## config.mk

```make
export PLATFORM = sky130hd
export DESIGN_NAME = snd_dma_seq
export DESIGN_NICKNAME = d
export VERILOG_FILES = /design/src/rtl/snd_pkg.sv /design/src/rtl/snd_fifo_cnt.sv /design/src/rtl/snd_dma_seq.sv
export SDC_FILE = /design/constraint.sdc
export NUM_CORES = 1
export LEC_CHECK = 0
export BUFFER_PORTS_ARGS = -buffer_cell sky130_fd_sc_hd__buf_4
export CELL_PAD_IN_SITES_DETAIL_PLACEMENT = 0
export CELL_PAD_IN_SITES_GLOBAL_PLACEMENT = 2
export CORE_MARGIN = 3
export CORE_UTILIZATION = 31
export CTS_CLUSTER_SIZE = 8
export DETAILED_ROUTE_END_ITERATION = 8
export GPL_ROUTABILITY_DRIVEN = 0
export GPL_TIMING_DRIVEN = 1
export PLACE_DENSITY_LB_ADDON = 0.1
export SLEW_MARGIN = 10
export SYNTH_ARGS = -nofsm -noshare
export SYNTH_HDL_FRONTEND = slang
export SYNTH_HIERARCHICAL = 1
export SYNTH_SLANG_ARGS = --single-unit
export TNS_END_PERCENT = 30
```

## constraint.sdc

```tcl
create_clock -name clk -period 7.25 [get_ports clk]
set_input_delay 0.3625 -clock clk [delete_from_list [all_inputs] [get_ports clk]]
set_output_delay 0.3625 -clock clk [all_outputs]
set_load 0.005 [all_outputs]
```

## src/rtl/snd_pkg.sv

```systemverilog
// Shared types and defaults for the DMA sound frame sequencer.
package snd_pkg;

    localparam int SND_AW         = 21;
    localparam int SND_FIFO_WORDS = 4;

    typedef enum logic [2:0] {
        IDLE   = 3'd0,
        LOAD   = 3'd1,
        RUN    = 3'd2,
        RELOAD = 3'd3,
        DRAIN  = 3'd4
    } snd_state_t;

endpackage

```

## src/rtl/snd_fifo_cnt.sv

```systemverilog
// Sample-FIFO occupancy counter with sticky underrun detection.
module snd_fifo_cnt #(
    parameter int DEPTH = 4,
    parameter int LW    = $clog2(DEPTH + 1)
) (
    input  logic          clk,
    input  logic          porb,
    input  logic          clr,
    input  logic          uclr,
    input  logic          inc,
    input  logic          dec,
    output logic [LW-1:0] lvl,
    output logic          full,
    output logic          empty,
    output logic          underrun
);

    logic [LW-1:0] lvl_q, lvl_d;
    logic          unr_q, unr_d;

    assign lvl      = lvl_q;
    assign full     = (lvl_q == LW'(DEPTH));
    assign empty    = (lvl_q == {LW{1'b0}});
    assign underrun = unr_q;

    // next level and underrun flag; a same-cycle write and pop cancel out
    always_comb begin
        lvl_d = lvl_q;
        unr_d = unr_q;
        if (clr) begin
            lvl_d = {LW{1'b0}};
        end else if (inc && !dec) begin
            lvl_d = lvl_q + LW'(1);
        end else if (dec && !inc && !empty) begin
            lvl_d = lvl_q - LW'(1);
        end else begin
            lvl_d = lvl_q;
        end
        if (uclr) begin
            unr_d = 1'b0;
        end else if (dec && !inc && empty) begin
            unr_d = 1'b1;
        end else begin
            unr_d = unr_q;
        end
    end

    // occupancy registers
    always_ff @(posedge clk or negedge porb) begin
        if (!porb) begin
            lvl_q <= {LW{1'b0}};
            unr_q <= 1'b0;
        end else begin
            lvl_q <= lvl_d;
            unr_q <= unr_d;
        end
    end

endmodule

```

## src/rtl/snd_dma_seq.sv

```systemverilog
// DMA sound frame sequencer: address counter, frame shadow registers,
// slot requests, repeat/stop handling and the frame-end interrupt.
module snd_dma_seq
    import snd_pkg::*;
#(
    parameter int AW         = SND_AW,
    parameter int FIFO_WORDS = SND_FIFO_WORDS,
    localparam int LW        = $clog2(FIFO_WORDS + 1)
) (
    input  logic          clk,
    input  logic          porb,
    input  logic          sndon,
    input  logic          sfrep,
    input  logic [AW-1:0] frm_start,
    input  logic [AW-1:0] frm_end,
    input  logic          sgrant,
    input  logic          spop,
    output logic          sreq,
    output logic [AW-1:0] snd_addr,
    output logic          sint,
    output logic          sactive,
    output logic [LW-1:0] fifo_lvl,
    output logic          underrun
);

    snd_state_t    state_q, state_d;
    logic [AW-1:0] addr_q, addr_d;
    logic [AW-1:0] shadow_end_q, shadow_end_d;
    logic          sint_q, sint_d;
    logic          sactive_q, sactive_d;

    logic [AW-1:0] addr_inc;
    logic          grant_acc;
    logic          frame_done;
    logic          frame_empty;
    logic          fifo_clr;
    logic          fifo_full;
    logic          fifo_empty;

    assign sreq     = (state_q == RUN) && !fifo_full;
    assign snd_addr = addr_q;
    assign sint     = sint_q;
    assign sactive  = sactive_q;

    snd_fifo_cnt #(
        .DEPTH (FIFO_WORDS),
        .LW    (LW)
    ) u_fifo_cnt (
        .clk      (clk),
        .porb     (porb),
        .clr      (fifo_clr),
        .uclr     (!sndon),
        .inc      (grant_acc),
        .dec      (spop),
        .lvl      (fifo_lvl),
        .full     (fifo_full),
        .empty    (fifo_empty),
        .underrun (underrun)
    );

    // next-state logic; dropping sndon outside IDLE aborts and discards any grant
    always_comb begin
        addr_inc     = addr_q + AW'(1);
        grant_acc    = sreq && sgrant && sndon;
        frame_done   = grant_acc && (addr_inc == shadow_end_q);
        frame_empty  = (frm_start == frm_end);
        state_d      = state_q;
        addr_d       = addr_q;
        shadow_end_d = shadow_end_q;
        sint_d       = 1'b0;
        fifo_clr     = 1'b0;
        if ((state_q != IDLE) && !sndon) begin
            state_d  = IDLE;
            fifo_clr = 1'b1;
        end else begin
            case (state_q)
                IDLE: begin
                    if (sndon) begin
                        state_d = LOAD;
                    end else begin
                        state_d = IDLE;
                    end
                end
                LOAD, RELOAD: begin
                    addr_d       = frm_start;
                    shadow_end_d = frm_end;
                    fifo_clr     = (state_q == LOAD);
                    // an empty-frame repeat loop must still leave gaps between pulses
                    if (frame_empty) begin
                        sint_d  = !sint_q;
                        state_d = sfrep ? RELOAD : IDLE;
                    end else begin
                        state_d = RUN;
                    end
                end
                RUN: begin
                    if (grant_acc) begin
                        addr_d = addr_inc;
                    end else begin
                        addr_d = addr_q;
                    end
                    if (frame_done) begin
                        sint_d  = 1'b1;
                        state_d = sfrep ? RELOAD : DRAIN;
                    end else begin
                        state_d = RUN;
                    end
                end
                DRAIN: begin
                    if (fifo_empty) begin
                        state_d = IDLE;
                    end else begin
                        state_d = DRAIN;
                    end
                end
                default: begin
                    state_d  = IDLE;
                    fifo_clr = 1'b1;
                end
            endcase
        end
        sactive_d = (state_d != IDLE);
    end

    // sequencer state and registered outputs
    always_ff @(posedge clk or negedge porb) begin
        if (!porb) begin
            state_q      <= IDLE;
            addr_q       <= {AW{1'b0}};
            shadow_end_q <= {AW{1'b0}};
            sint_q       <= 1'b0;
            sactive_q    <= 1'b0;
        end else begin
            state_q      <= state_d;
            addr_q       <= addr_d;
            shadow_end_q <= shadow_end_d;
            sint_q       <= sint_d;
            sactive_q    <= sactive_d;
        end
    end

endmodule

```

* Word-level counts from Yosys, hierarchy flattened
Cells that the tools add are included.
** Word-level totals
- Bits in registers :: 51
- Input port bits :: 48
- Output and inout port bits :: 28
- Logic and storage cells :: 66
** Operators by class
- Add/subtract/negate cells :: 3
- Equality and inequality tests :: 9
- Mux-type cells :: 21
- Bitwise logic cells :: 1
- Reductions and logical operators :: 25
** Operators by type and width (count)
- $eq A21 B21 Y1 :: 2
- $pmux W21 S2 :: 1
- $add A21 B1 Y21 const B :: 1
- $mux W21 :: 1
- $mux W3 :: 7
- $pmux W3 S4 :: 1
- $logic_and A1 B1 Y1 :: 9
- $reduce_bool A3 Y1 :: 3
- $mux W1 :: 7
- $eq A3 B2 Y1 const B :: 2
- $eq A3 B3 Y1 const B :: 2
- $logic_not A1 Y1 :: 6
- $logic_not A3 Y1 :: 2
- $mux W2 :: 2
- $ne A2 B1 Y1 const B :: 2
- $pmux W1 S2 :: 2
- $add A3 B1 Y3 const B :: 1
- $eq A3 B1 Y1 const B :: 1
- $reduce_and A3 Y1 :: 1
- $reduce_or A3 Y1 :: 1
- $sub A3 B1 Y3 const B :: 1
- $reduce_and A2 Y1 :: 1
- $reduce_bool A2 Y1 :: 1
- $reduce_or A2 Y1 :: 1
- $not A1 Y1 :: 1

* Depth between registers and ports, before layout
Gate-level depths: netlist of run 1.
- Word-level depth :: 11
- Gate-level depth with buffers :: 9
- Mapped depth without buffers :: 9

* Cells and area by module
Netlist of run 1, hierarchy kept.
** Modules (own cells, without submodules)
- snd_dma_seq :: times used 1, cells each 356, area an instance 3249.4 µm², sequential area each 1176.1 µm²
- snd_fifo_cnt :: times used 1, cells each 33, area an instance 279.0 µm², sequential area each 100.1 µm²

* Worst setup path before layout of run 1
Ideal clock, no wire load.
- Kind :: register to register
- From :: register addr_q[6] (netlist: snd_addr[6])
- To :: register state_q[1]
- Setup time :: 0.119 ns
- Arrival time :: 2.205 ns
- Data required time :: 7.131 ns
- Setup slack :: 4.926 ns
- Cell stages (with the launch flop) :: 8
- Buffers on the path :: 0
- Clock period less this slack :: 2.324 ns
- Cell sequence :: dfrtp_1 -> nand4_4 -> or4_4 -> nor4_2 -> o22ai_1 -> nor4_2 -> a31oi_1 -> o21a_1
** On the way
- Longest elaborated chain between the ends :: 6
** Ends and longest elaborated chain
- from (decl) :: RTL line snd_dma_seq.sv:27 : logic [AW-1:0] addr_q, addr_d;
- from (signal assigned) :: RTL line snd_dma_seq.sv:129 : addr_q <= {AW{1'b0}};
- from (signal assigned) :: RTL line snd_dma_seq.sv:135 : addr_q <= addr_d;
- $add A21 B1 Y21 :: RTL line snd_dma_seq.sv:63 : addr_inc = addr_q + AW'(1);
- $eq A21 B21 Y1 :: RTL line snd_dma_seq.sv:65 : frame_done = grant_acc && (addr_inc == shadow_end_q);
- $logic_and A1 B1 Y1 :: RTL line snd_dma_seq.sv:65
- $mux W3 :: RTL line snd_dma_seq.sv:102 : if (frame_done) begin
- $pmux W3 S4 :: RTL line snd_dma_seq.sv:76 : case (state_q)
- $mux W3 :: RTL line snd_dma_seq.sv:72 : if ((state_q != IDLE) && !sndon) begin
- via state_d[1] :: RTL line snd_dma_seq.sv:26 : snd_state_t state_q, state_d;
- to (signal assigned) :: RTL line snd_dma_seq.sv:134 : state_q <= state_d;
- to (decl) :: RTL line snd_dma_seq.sv:26
The timed path passes the listed nets, and every way through them passes these cells.
A chain may end at the register's enable or synchronous reset.

* Worst setup path in the final report of run 1
- From :: register addr_q[0] (netlist: snd_addr[0])
- To :: register state_q[1]
The elaborated chain is that of the path after synthesis.

==> results of run 1 <==
==> worst register-to-register path, stage by stage, from the launching register on <==
cell and delay [ns]:
dfrtp_1 0.49, ha_1 0.29, nand3_1 0.39, nor4_1 0.67, nand3_1 0.23, xnor2_1 0.17
nor2_1 0.26, a31oi_1 0.12, o21a_1 0.20
==> cell usage in the layout, fill, tap and decap left out, types with 13 or more instances in the layout <==
| cell | netlist | routed |
|---|---|---|
| buf_4 | 3 | 77 |
| dfrtp_1 | 51 | 51 |
| xnor2_1 | 38 | 38 |
| a21oi_1 | 31 | 31 |
| o21ai_0 | 27 | 27 |
| nor2_1 | 25 | 25 |
| nand2_1 | 21 | 21 |
| mux2_2 | 21 | 21 |
| nand3_1 | 16 | 16 |
| nand4_1 | 14 | 14 |
| xor2_1 | 14 | 14 |
| inv_1 | 13 | 13 |
==> per-stage QoR <==
stage	total power [mW]	hold WS (ns)
finish	1.75	0.105
CTS	1.77	0.154
floorplan	1.21	0.0669
global route	1.91	0.192
detailed placement	1.53	0.473
global placement	1.53	0.475
==> final cells by class <==
cell class / instances / area, um2
inverters: 13 / 48.8
repair buffers: 77 / 578
fillers: 1125 / 6690
clock buffers: 6 / 129
flip-flops and latches: 51 / 1280
multi-input cells: 302 / 2080
well taps: 140 / 175
==> how the worst max path moves through the flow <==
| stage | start | to | slack [ns] | cells past startpoint |
|---|---|---|---|---|
| 3_3_place_gp | snd_addr[3] | state_q[1] | 4.54 | 7 |
| 6_report | snd_addr[0] | state_q[1] | 4.32 | 8 |
| 4_1_cts | snd_addr[0] | state_q[1] | 4.33 | 8 |
| 5_1_grt | snd_addr[0] | state_q[1] | 3.94 | 8 |
| 3_5_place_dp | snd_addr[0] | state_q[1] | 4.36 | 8 |
| 2_1_floorplan | snd_addr[6] | state_q[1] | 4.93 | 7 |
==> state kept, by name, indices dropped and copies added (netlist names) <==
register and count:
state_q 3, u_fifo_cnt/lvl 3, u_fifo_cnt/underrun 1, sactive 1
snd_addr 21, sint 1, shadow_end_q 21
==> routing by layer <==
layer	vias to the layer above	global-route usage	wire, um
met5	-	0	0
met4	0	0.0489	180
met3	13	0.0437	731
met2	88	0.279	4970
met1	1512	0.247	5070
li1	1537	-	-
==> kinds of logic (layout without fill, tap and decap cells) <==
kind of cell | count (synthesis) | in the layout | share of synthesized area
AO/OA/AOI/OAI | 102 | 102 | 0.179
multiplexers | 22 | 22 | 0.0699
adder cells (fa/ha/maj) | 2 | 2 | 0.00922
XOR/XNOR | 52 | 52 | 0.129
flip-flops | 51 | 51 | 0.362
buffers and inverters | 36 | 96 | 0.0511
AND/OR/NAND/NOR | 124 | 124 | 0.200
==> power groups by stage <==
stage / logic, mW / clock network (mW) / registers, mW
global route: 1.02 / 0.249 / 0.635
finish: 0.913 / 0.229 / 0.608
CTS: 0.925 / 0.241 / 0.608
global placement: 0.922 / 0 / 0.608
detailed placement: 0.918 / 0 / 0.612
floorplan: 0.664 / 0 / 0.541
==> key figures, run 1 <==
Route
  – Pre-antenna DRT Iters: 4
  – WL per Instance: 18.6 um
  – # DRC: 0
  – Post-route ant nets: 0
  – Routed WL: 11000 um
  – Iter 0 DRT Violations: 166
  – Vias per cell: 5.35
  – Routed vias: 3150

Floorplan
  – Starting Density: 0.321
  – Die W: 113 um
  – Core Box Area: 0.0110 mm2
  – Die height: 113 um
  – I/O Pins: 76
  – Die ar.: 0.0127 mm2
  – Row count: 38

Yosys
  – Post-synth cell types: 58
  – Cells after synthesis: around 390
  – Share of the synthesized area in the top cell type: 0.362
  – Main flop type after synthesis: dfrtp_1
  – Post-synth top area cell: dfrtp_1
  – Mapped cell area: 0.00353 mm2
  – EDFF count, synth: 0
  – Yosys warning count: 6
  – Synth Net Count: 439
  – Synth top area cells: dfrtp_1 (36%), xnor2_1 (9.4%), mux2_2 (6.7%)
  – Synth async-reset ratio: 1.00
  – Yosys reg bits: between 50 and 60
  – Syn avg cell area: between 9 and 10 um2
  – Most frequent cell after synthesis: dfrtp_1
  – Sequential share of the synthesized area: 0.362
  – Most common library cells after synthesis: dfrtp_1 (51), xnor2_1 (38), a21oi_1 (31)

Run status
  – Status: complete, no violations

Placement
  – Post-Place Setup Slack: 4.36 ns
  – Post-DP HPWL: 8280 um
  – Port Buffers: 75
  – DP Area: between 0.004 and 0.005 mm2
  – Dpl cells: a little under 600

STA
  – Post-route setup TNS: 0 ns
  – Final hold viol count: 0
  – Fmax: 341 MHz
  – Max Slew Vio Count: 0
  – Worst Tran Pin Value: 1.08 ns
  – Setup-failing EPs final: 0
  – RSZ-0062 raised after global routing: false
  – Final worst slack: 4.32 ns
  – Final Critical Period: 2.93 ns
  – Fin crit share: 0.404
  – Rel. slew slack: 0.277
  – Layout Skew: 0.00312 ns

Cells and area
  – Area Overhead vs Synth: 21.6%
  – Layout Cells excl Fill: 589
  – Nets: 500
  – Share of layout cells above drive strength 1: 0.254
  – ANT cells: 0
  – Utilization after layout: 0.391
  – Post-route cell area: 0.00429 mm2

Clocking
  – Post_cts resized: 0
  – Num Clock Sinks: 51
  – H-tree levels: 2
  – Clock Latency Late Sink: 0.29 ns
  – Post-CTS Setup Bufs: 0
  – Post-CTS Hold Fix Bufs: 0
  – Clk pin slew, worst setup/hold paths: 0.07 ns
  – CTS root buf: clkbuf_16
  – CTS tree: yes
  – Maximum clock insertion buffer count: 2
  – Num CTS Buffers: 5

Pwr
  – Switch Pwr: slightly below 0.8 mW
  – Pleak: between 1.5 and 2 nW
  – Part of the power in registers: 0.347
  – Combinational Power Share: 0.522
  – Int Pwr: between 0.9 and 1 mW
  – PD cells: 408 mW/mm2
  – Clock Power Share: 0.131
  – Sw frac: 0.443
  – Worst IR drop on VDD: 153 uV

Critical path
  – WP data required: 7.44 ns
  – Setup crit start kind: flop
  – Crit path cell chain: ha_1 -> nand3_1 -> nor4_1 -> nand3_1 -> xnor2_1 -> nor2_1 -> a31oi_1 -> o21a_1
  – Delay-heaviest family, CP: simple AND/OR/NAND/NOR gates
  – WP buf/inv: 0
  – Crit-path max cell delay: around 0.67 ns
  – Worst Setup Path Type: reg -> reg
  – CP endpoint kind: flop
  – Reg2Reg Depth: 8
  – CP dominant cell by count: nand3_1
  – Reg2reg end: state_q[1]
  – Worst-path maximum fanout: 11
  – Worst r2r src: snd_addr[0]
  – R2R setup slack: 4.32 ns
  – Max stage delay cell, worst path: nor4_1
  – Arrival @ worst endpoint: 3.12 ns

Global routing
  – Pin count of the biggest net entering global routing: 52
  – First-pass GRT wire length: approximately 18000 um
  – Initial antenna violation count: 0
  – Total gr overflow: 0
  – GRT Util Overall: 0.179
  – Number of global-route vias before repair: between 3k and 4k

Job
  – Max-capacitance violation count: 0

Min path
  – Hold Path Class: in -> async
(Power assumes the default switching activity.)
==> run 2: changes to the inputs <==
CORE_UTILIZATION = 30   (was 31)
clock period = 2.6 ns   (was 7.25 ns; I/O delays follow)
==> key figures, run 2 (synthesis gave the netlist of run 1 again) <==
Run status
  – Status: complete, no violations

Clocking
  – Maximum clock insertion buffer count: 2 (unchanged)
  – CTS tree: yes
  – Clk pin slew, worst setup/hold paths: 0.07 ns (about the same)
  – Clock Latency Late Sink: 0.30 ns (about the same)
  – CTS root buf: clkbuf_16
  – H-tree levels: 2 (unchanged)
  – Num CTS Buffers: 5 (unchanged)
  – Num Clock Sinks: 51 (unchanged)

Floorplan
  – Die W: 114 um (+1.6%)
  – Die height: 114 um (+1.6%)
  – Core Box Area: 0.0112 mm2 (+1.7%)
  – Die ar.: 0.0131 mm2 (+3.2%)
  – Starting Density: 0.316 (-0.00547)
  – I/O Pins: 76 (unchanged)
  – Row count: 38 (unchanged)

Global routing
  – Number of global-route vias before repair: 3294 (+1.5%)
  – GRT Util Overall: 0.179 (about the same)
  – Total gr overflow: 0 (unchanged)
  – Pin count of the biggest net entering global routing: 52 (unchanged)
  – First-pass GRT wire length: 18200 um (+1.9%)
  – Initial antenna violation count: 0 (unchanged)

Cells and area
  – Leading cell types in the layout, fill and taps excluded: buf_4 (105), dfrtp_1 (51), xnor2_1 (38)
  – Layout Cells excl Fill: 620 (+5.3%)
  – Area Overhead vs Synth: 28.7%
  – Commonest non-fill, non-tap cell in the layout: buf_4
  – ANT cells: 0 (unchanged)
  – Share of layout cells above drive strength 1: 0.306 (+0.0524)
  – Nets: 529 (+5.8%)
  – Utilization after layout: 0.406 (+0.0159)

STA
  – Final Critical Period: 2.48 ns (-0.453 ns)
  – RSZ-0062 raised after global routing: true
  – Layout Skew: 0.00524 ns (+0.00211 ns)
  – Worst Tran Pin Value: 0.834 ns (-0.244 ns)
  – Max Slew Vio Count: 0 (unchanged)
  – Final hold viol count: 0 (unchanged)
  – Fin crit share: 0.953 (+0.549)
  – Rel. slew slack: 0.444 (+0.167)
  – Setup-failing EPs final: 0 (unchanged)
  – Fmax: 404 MHz (+18%)

Route
  – Vias per cell: 5.19 (-2.9%)
  – Routed vias: 3218 (+2.2%)
  – # DRC: 0 (unchanged)
  – Pre-antenna DRT Iters: 4 (unchanged)
  – Iter 0 DRT Violations: 148 (-11%)
  – WL per Instance: 18.2 um (-2.0%)
  – Post-route ant nets: 0 (unchanged)
  – Routed WL: 11300 um (+3.2%)

Critical path
  – Arrival @ worst endpoint: 2.70 ns (-0.42 ns)
  – WP data required: 2.83 ns (-4.61 ns)
  – Worst Setup Path Type: reg -> reg
  – Reg2Reg Depth: 8 (unchanged)
  – WP buf/inv: 1 (+1)
  – Setup crit start kind: flop
  – CP endpoint kind: flop
  – Worst-path maximum fanout: 5 (-6)
  – Crit path cell chain: nand4_4 -> or4_4 -> nor4_2 -> o22ai_1 -> nor4_2 -> buf_4 -> a32oi_1 -> nor2_1
  – Worst r2r src: snd_addr[14]
  – Stages on the worst setup path: 8 (unchanged)
  – CP dominant cell by count: nor4_2
  – Max stage delay cell, worst path: or4_4
  – Reg2reg end: sint
  – Crit-path max cell delay: 0.54 ns (-0.13 ns)
  – R2R setup slack: 0.12 ns (-4.20 ns)
  – Delay-heaviest family, CP: simple AND/OR/NAND/NOR gates
  – Setup crit start: snd_addr[14]
  – CP endpoint: sint

Pwr
  – PD cells: 1140 mW/mm2 (+180%)
  – Pleak: 1.89 nW (+9.1%)
  – Worst IR drop on VDD: 462 uV (+200%)
  – Tot Pwr: 5.18 mW (+200%)

Placement
  – Port Buffers: 75 (unchanged)
  – Post-DP HPWL: 8610 um (+4.0%)
  – Dpl cells: 611 (+4.8%)

Min path
  – Hold Path Class: in -> reg

Job
  – Max-capacitance violation count: 0 (unchanged)
==> run 2: final cells by class <==
type | instances | area (um2)
clock buffer | 8 | 156
fill | 1164 | 6630
inverter | 13 | 48.8
multi-input combinational | 302 | 2090
sequential | 51 | 1280
tap | 140 | 175
timing repair buffer | 106 | 798
==> run 2: what timing repair did <==
action,CTS,global route
buffers inserted,0,0
endpoints found under the setup margin,0,4
gates resized for setup,0,3
hold buffers,1,0
endpoints found under the hold margin,51,0
==> run 2: power by group <==
group / leakage [nW] / switching [mW] / internal [mW]
logic: 1.21 / 1.52 / 1.38
clock network: 0.0772 / 0.321 / 0.412
registers: 0.606 / 0.386 / 1.16
==> run 2: through the flow <==
| stage | setup TNS (ns) | setup slack (ns) | hold WS, ns | cell area (um2) |
|---|---|---|---|---|
| final | 0 | 0.122 | 0.0773 | 4540 |
| after global routing | -0.00239 | -0.00239 | 0.0684 | 4540 |
| after CTS | 0 | 0.107 | 0.0739 | 4530 |
| after detailed placement | 0 | 0.132 | 0.238 | 4370 |
| after global placement | 0 | 0.195 | 0.239 | 4370 |
| after floorplan | 0 | 0.276 | -0.166 | 3530 |
==> run 2: worst min path at each step <==
stage,start,end,slack [ns],cells past startpoint
2_1_floorplan,porb,sactive,-0.17,0
3_3_place_gp,porb,shadow_end_q[5],0.24,1
3_5_place_dp,porb,shadow_end_q[5],0.24,1
4_1_cts,frm_end[14],shadow_end_q[14],0.07,2
5_1_grt,frm_end[9],shadow_end_q[9],0.07,2
6_report,frm_end[14],shadow_end_q[14],0.08,2
==> run 2: routing by layer <==
metal  part of all wire  up-vias  track usage
met5                  0        -            0
met4              0.015        0       0.0451
met3              0.043       10       0.0338
met2               0.46       75        0.281
met1               0.49     1541        0.252
li1                   -     1592            -
